[config.mk]
export PLATFORM = sky130hd
export DESIGN_NAME = comparator_serial_sign
export DESIGN_NICKNAME = d
export VERILOG_FILES = /design/src/rtl/cmp_pkg.sv /design/src/rtl/digit_cmp.sv /design/src/rtl/comparator_serial_sign.sv
export SDC_FILE = /design/constraint.sdc
export NUM_CORES = 1
export LEC_CHECK = 0
export BUFFER_PORTS_ARGS = -buffer_cell sky130_fd_sc_hd__buf_2
export CAP_MARGIN = 5
export CELL_PAD_IN_SITES_DETAIL_PLACEMENT = 0
export CELL_PAD_IN_SITES_GLOBAL_PLACEMENT = 1
export CORE_ASPECT_RATIO = 1.4
export CORE_UTILIZATION = 36
export DETAILED_ROUTE_END_ITERATION = 10
export PLACE_DENSITY_LB_ADDON = 0.25
export RECOVER_POWER = 25
export REMOVE_ABC_BUFFERS = 1
export SYNTH_ARGS = -nofsm -noshare
export SYNTH_HDL_FRONTEND = slang
export SYNTH_HIERARCHICAL = 1
export SYNTH_SLANG_ARGS = --single-unit
[constraint.sdc]
create_clock -name clk_i -period 3.2 [get_ports clk_i]
set_input_delay 0.16 -clock clk_i [delete_from_list [all_inputs] [get_ports clk_i]]
set_output_delay 0.16 -clock clk_i [all_outputs]
set_load 0.01 [all_outputs]
[src/rtl/cmp_pkg.sv]
// Shared types for the serial magnitude comparator: FSM states, one-hot result
// encoding and the digit-index width helper.
package cmp_pkg;

    typedef enum logic [1:0] {
        StIdle,
        StScan,
        StDone
    } state_e;

    // One-hot result, bit order {gt, eq, lt}.
    typedef logic [2:0] res_t;

    localparam res_t RES_NONE = 3'b000;
    localparam res_t RES_GT   = 3'b100;
    localparam res_t RES_EQ   = 3'b010;
    localparam res_t RES_LT   = 3'b001;

    function automatic int unsigned idx_width(input int unsigned ndig);
        return (ndig > 1) ? $clog2(ndig) : 1;
    endfunction

endpackage

[src/rtl/digit_cmp.sv]
// Combinational unsigned compare of one DIGIT-bit slice of each operand.
module digit_cmp #(
    parameter int unsigned DIGIT = 4
) (
    input  logic [DIGIT-1:0] a_i,
    input  logic [DIGIT-1:0] b_i,
    output logic             gt_o,
    output logic             eq_o,
    output logic             lt_o
);

    assign gt_o = (a_i > b_i);
    assign eq_o = (a_i == b_i);
    assign lt_o = (a_i < b_i);

endmodule

[src/rtl/comparator_serial_sign.sv]
// Multi-cycle MSB-first magnitude comparator, DIGIT bits per cycle, signed or
// unsigned, with early exit on the first differing digit.
module comparator_serial_sign
    import cmp_pkg::*;
#(
    parameter int unsigned WIDTH = 32,
    parameter int unsigned DIGIT = 4
) (
    input  logic             clk_i,
    input  logic             reset_i,
    input  logic             start_valid_i,
    output logic             start_ready_o,
    input  logic [WIDTH-1:0] a_i,
    input  logic [WIDTH-1:0] b_i,
    input  logic             is_signed_i,
    output logic             res_valid_o,
    input  logic             res_ready_i,
    output logic             gt_o,
    output logic             eq_o,
    output logic             lt_o
);

    localparam int unsigned NDIG = WIDTH / DIGIT;
    localparam int unsigned IW   = idx_width(NDIG);
    localparam logic [IW-1:0] IdxTop = IW'(NDIG - 1);

    if (WIDTH % DIGIT != 0) begin : g_bad_digit
        $error("comparator_serial_sign: DIGIT must divide WIDTH");
    end

    state_e          state_q, state_d;
    logic [WIDTH-1:0] a_q, a_d;
    logic [WIDTH-1:0] b_q, b_d;
    logic [IW-1:0]   idx_q, idx_d;
    res_t            res_q, res_d;
    logic            valid_q, valid_d;

    logic [DIGIT-1:0] a_dig, b_dig;
    logic             dig_gt, dig_eq, dig_lt;

    assign a_dig = a_q[idx_q*DIGIT +: DIGIT];
    assign b_dig = b_q[idx_q*DIGIT +: DIGIT];

    digit_cmp #(
        .DIGIT (DIGIT)
    ) u_digit_cmp (
        .a_i  (a_dig),
        .b_i  (b_dig),
        .gt_o (dig_gt),
        .eq_o (dig_eq),
        .lt_o (dig_lt)
    );

    // The signedness only matters at accept time: once the sign bits match, an
    // unsigned scan of the two's complement words orders them correctly.
    always_comb begin
        state_d = state_q;
        a_d     = a_q;
        b_d     = b_q;
        idx_d   = idx_q;
        res_d   = res_q;
        valid_d = valid_q;

        case (state_q)
            StIdle: begin
                if (start_valid_i) begin
                    a_d   = a_i;
                    b_d   = b_i;
                    idx_d = IdxTop;
                    if (is_signed_i && (a_i[WIDTH-1] != b_i[WIDTH-1])) begin
                        state_d = StDone;
                        valid_d = 1'b1;
                        res_d   = a_i[WIDTH-1] ? RES_LT : RES_GT;
                    end else begin
                        state_d = StScan;
                    end
                end
            end

            StScan: begin
                if (!dig_eq) begin
                    state_d = StDone;
                    valid_d = 1'b1;
                    res_d   = dig_gt ? RES_GT : RES_LT;
                end else if (idx_q == '0) begin
                    state_d = StDone;
                    valid_d = 1'b1;
                    res_d   = RES_EQ;
                end else begin
                    idx_d = idx_q - 1'b1;
                end
            end

            StDone: begin
                if (res_ready_i) begin
                    state_d = StIdle;
                    valid_d = 1'b0;
                    res_d   = RES_NONE;
                end
            end

            default: begin
                state_d = StIdle;
                valid_d = 1'b0;
                res_d   = RES_NONE;
            end
        endcase
    end

    always_ff @(posedge clk_i) begin
        if (reset_i) begin
            state_q <= StIdle;
            a_q     <= '0;
            b_q     <= '0;
            idx_q   <= IdxTop;
            res_q   <= RES_NONE;
            valid_q <= 1'b0;
        end else begin
            state_q <= state_d;
            a_q     <= a_d;
            b_q     <= b_d;
            idx_q   <= idx_d;
            res_q   <= res_d;
            valid_q <= valid_d;
        end
    end

    // dig_lt is implied by !dig_gt && !dig_eq; keep it observed for clarity.
    logic unused_dig_lt;
    assign unused_dig_lt = dig_lt;

    assign start_ready_o = (state_q == StIdle);
    assign res_valid_o   = valid_q;
    assign gt_o          = res_q[2];
    assign eq_o          = res_q[1];
    assign lt_o          = res_q[0];

endmodule

# Word-level counts from Yosys, hierarchy flattened
# Index checks and enable logic that the tools add are counted.
# W data, S select, Z words.
# op_classes
add_sub_neg,1
magnitude_cmp,1
eq_ne,10
n_shift,2
n_mux,24
n_reduce_logical,8
# ops
op,count
$shiftx A32 B6 Y4,2
$mux W3,10
$mux W2,5
$pmux W3 S3,1
$ne A2 B2 Y1 const B,4
$reduce_and A4 Y1,2
$pmux W2 S3,1
$pmux W3 S2,1
$mux W1,5
$eq A4 B4 Y1,1
$gt A4 B4 Y1,1
$logic_not A3 Y1,1
$ne A3 B3 Y1 const B,1
$pmux W1 S3,1
$reduce_and A3 Y1,1
$sub A3 B1 Y3 const B,1
$eq A2 B1 Y1 const B,1
$eq A2 B2 Y1 const B,1
$logic_not A2 Y1,1
$ne A2 B1 Y1 const B,1
$reduce_and A2 Y1,1
$reduce_bool A2 Y1,1
$logic_and A1 B1 Y1,1
$ne A1 B1 Y1,1
# word_totals
reg_bits,73
in_bits,69

# Depth between registers and ports, before layout
# depth
ltp_word,5
ltp_mapped,13
mapped_depth_nobuf,11

# Cells and area by module
# The synthesis kept the hierarchy.
# by_module_without_submodules
module,n_inst,cells_each,area_per_inst_um2
comparator_serial_sign,1,371,3145.5
digit_cmp,1,16,128.9

# Worst setup path before layout
# OpenSTA, ideal clock, no wires.
# synth_path
path_kind,reg-to-reg
start,register idx_q[0]
end,register res_q[2]
setup_time_ns,0.070
arrival_ns,3.000
required_time_ns,3.130
slack_ns,0.130
path_stages_with_launch,12
n_path_buf,3
cell_sequence,dfxtp_1 -> buf_2 -> buf_2 -> mux4_2 -> mux2_2 -> ha_1 -> nand2_1 -> nor2_1 -> and3_1 -> clkbuf_1 -> or4_1 -> a21oi_1
# synth_via
elab_cells_between_ends,10
cone_classes,1 x order compare; 2 x eq/ne; 2 x shift; 3 x mux; 2 x reduce/logical
# synth_rtl
item,line,text
"start, declared",comparator_serial_sign.sv:34,"logic [IW-1:0] idx_q, idx_d;"
"start signal, assigned",comparator_serial_sign.sv:115,idx_q <= IdxTop;
"start signal, assigned",comparator_serial_sign.sv:122,idx_q <= idx_d;
$shiftx A32 B6 Y4 *,comparator_serial_sign.sv:41,assign a_dig = a_q[idx_q*DIGIT +: DIGIT];
named net a_dig[3],comparator_serial_sign.sv:38,"logic [DIGIT-1:0] a_dig, b_dig;"
$eq A4 B4 Y1 *,digit_cmp.sv:13,assign eq_o = (a_i == b_i);
named net dig_eq,comparator_serial_sign.sv:39,"logic dig_gt, dig_eq, dig_lt;"
$ne A3 B3 Y1 (no line) / $mux W3 (equally long branches),-,
$reduce_and A4 Y1 (no line) / $pmux W3 S3 (equally long branches),-,
"end signal, assigned",comparator_serial_sign.sv:123,res_q <= res_d;
"end, declared",comparator_serial_sign.sv:35,"res_t res_q, res_d;"
# Mark *: on every way through the listed nets, which the timed path passes. The rest lies on a longest branch.
# A chain may end at the register's enable or synchronous reset.

# Worst setup path in the final report
# layout_path
start,register idx_q[0]
end,register res_q[0]
# Same word-level chain as after synthesis.

==> qor.yml <==
run_status:
  status: "completed"
setup_path:
  reg2regPathDepth: 9
  max_stage_delay_ns: 0.53
  ff2ff_setup_slack_ns: 0.36
  crit_buf_inv: 1
  cp_max_fo: 12
  crit_family: "simple AND/OR/NAND/NOR gates"
  r2r_end: "res_q[0]"
  reg2reg_from: "idx_q[0]"
  worstSetupStartpointType: "flop"
  crit_path_end_kind: "flop"
  crit_type: "reg -> reg"
  path_cells: "buf_4 -> mux4_2 -> mux2_2 -> ha_1 -> nand2_1 -> nor2_1 -> and3_1 -> or4_1 -> a21oi_1"
  worst_path_max_delay_cell: "mux4_2"
  cp_data_arrival_time_ns: 3.09
  worstPathRequired_ns: 3.45
layout:
  antenna_cells: 0
  final_common_cell: "nand2_1"
  num-nets-final: 523
  final_cell_mix: "nand2_1 (134), dfxtp_1 (73), a21oi_1 (72)"
  fill_cells: 945
  final_cells: 557
  fin_area_sq_mm: 0.004016
  final_util_pct: 46.12
  drive_gt1_share_pct: 26.11
  syn_to_final_growth_pct: 22.89
drt:
  dr_total_vias: 2711
  wl_per_cell_um: 13.30
  drc: 0
  dr.pass1.iters: 4
  viasPerCell: 4.867
  ant_nets: 0
  drtIter0Drc: 140
  routed_wl_um: 7409
clock_network:
  cts_tree: "built"
  numCtsBuffers: 9
  ctsLongestPathBuffers: 2
  insertion_delay_ns: 0.33
  cts_resized: 0
  post_cts_buffers: 0
  cts.sinks: 73
  ctsHtreeMaxLevel: 3
  cts_hold_buf: 0
  clkSlewWorstSetupHoldPaths_ns: 0.05
  root_buffer: "clkbuf_16"
placed_design:
  gp_congestion: 0.7292
  portBuffers: 73
  place_ws_ns: 0.3778
  dpl_cell_area_sq_mm: 0.003711
  place_inst: 542
  hpwl_um: 5142
sta:
  setup_slack_ns: 0.3612
  timing.final.crit_share_pct: 88.71
  skew_ns: 0.005870
  holdWs_ns: 0.06215
  rsz0062_at_grt: "false"
  fmax_mhz: 352.3
  relSlewSlack_pct: 16.00
  slew_violations: 0
  final_hold_viol_count: 0
  timing.setup.tns_ns: 0
  period_needed_ns: 2.839
  setup_viol: 0
  tightest_slew_ns: 1.260
synthesis:
  syn_area_sq_mm: 0.003268
  syn_inst: 386
  avgSynthCellArea_sq_um: 8.467
  yosysWarnings: 6
global_route:
  grt_use_total_pct: 17.62
  grt_max_degree: 66
  first_global_vias: 2653
  grt.overflow.total: 0
  antenna_found_initial: 0
  grt_pass1_wl_um: 12390
hold_path:
  whs_endpoint: "a_q[11]"
  min_path_cells: 3
  min_path_type: "in -> reg"
  min-delay-start: "a_i[11]"
floorplanning:
  die_w_um: 82.53
  start_util_pct: 37.53
  die_area_sq_mm: 0.009469
  rows: 40
  coreArea_sq_mm: 0.008708
  io_pins: 74
  die_h_um: 114.7
power_and_ir_drop:
  p_total_mw: 2.664
  p_leak_nw: 1.678
  power_density_mw_per_mm2: 663.2
  ir_drop_v: 0.0004194
job:
  maxCapViolCount: 0
routing by layer:
layer | vias up | GRT usage [%] | wire [um] | share of wire, %
li1 | 1427 | - | - | -
met1 | 1228 | 20.90 | 3254 | 44
met2 | 50 | 29.53 | 3755 | 51
met3 | 6 | 3.968 | 297 | 4.0
met4 | 0 | 8.621 | 103 | 1.4
met5 | - | 0 | 0 | 0
tightest hold or removal path, cell delays in order:
cell and delay [ns]:
buf_2 0.09, nand2_1 0.04, a21oi_1 0.05
layout make-up:
class	instances	area, sq um	area share, %
repair buffers	82	426.7	10.62
multi-input cells	274	1655	41.22
inverters	8	30.03	0.7477
clock inverters	3	65.06	1.620
well taps	105	131.4	3.271
flip-flops and latches	73	1461	36.39
clock buffers	12	246.5	6.137
worst max path at each step:
stage               startpoint       end  slack [ns]  cells past startpoint
floorplan             idx_q[0]  res_q[0]        0.07                     10
global placement      idx_q[0]  res_q[2]        0.43                      9
detailed placement    idx_q[0]  res_q[0]        0.38                      9
CTS                   idx_q[0]  res_q[0]        0.36                      9
global route          idx_q[0]  res_q[0]        0.17                      9
finish                idx_q[0]  res_q[0]        0.36                      9
where the power goes:
group          switching, mW  leakage [nW]  internal (mW)
clock                  0.360         0.153          0.698
sequential            0.0630         0.599           1.01
combinational          0.292         0.926          0.241
total                  0.715          1.68           1.95
state kept, by name (all words and copies together) (netlist names):
| name | flops |
|---|---|
| idx_q | 3 |
| res_q | 3 |
| state_q | 2 |
| b_q | 32 |
| res_valid_o | 1 |
| a_q | 32 |
No activity file was read; power rests on OpenSTA's default activity.
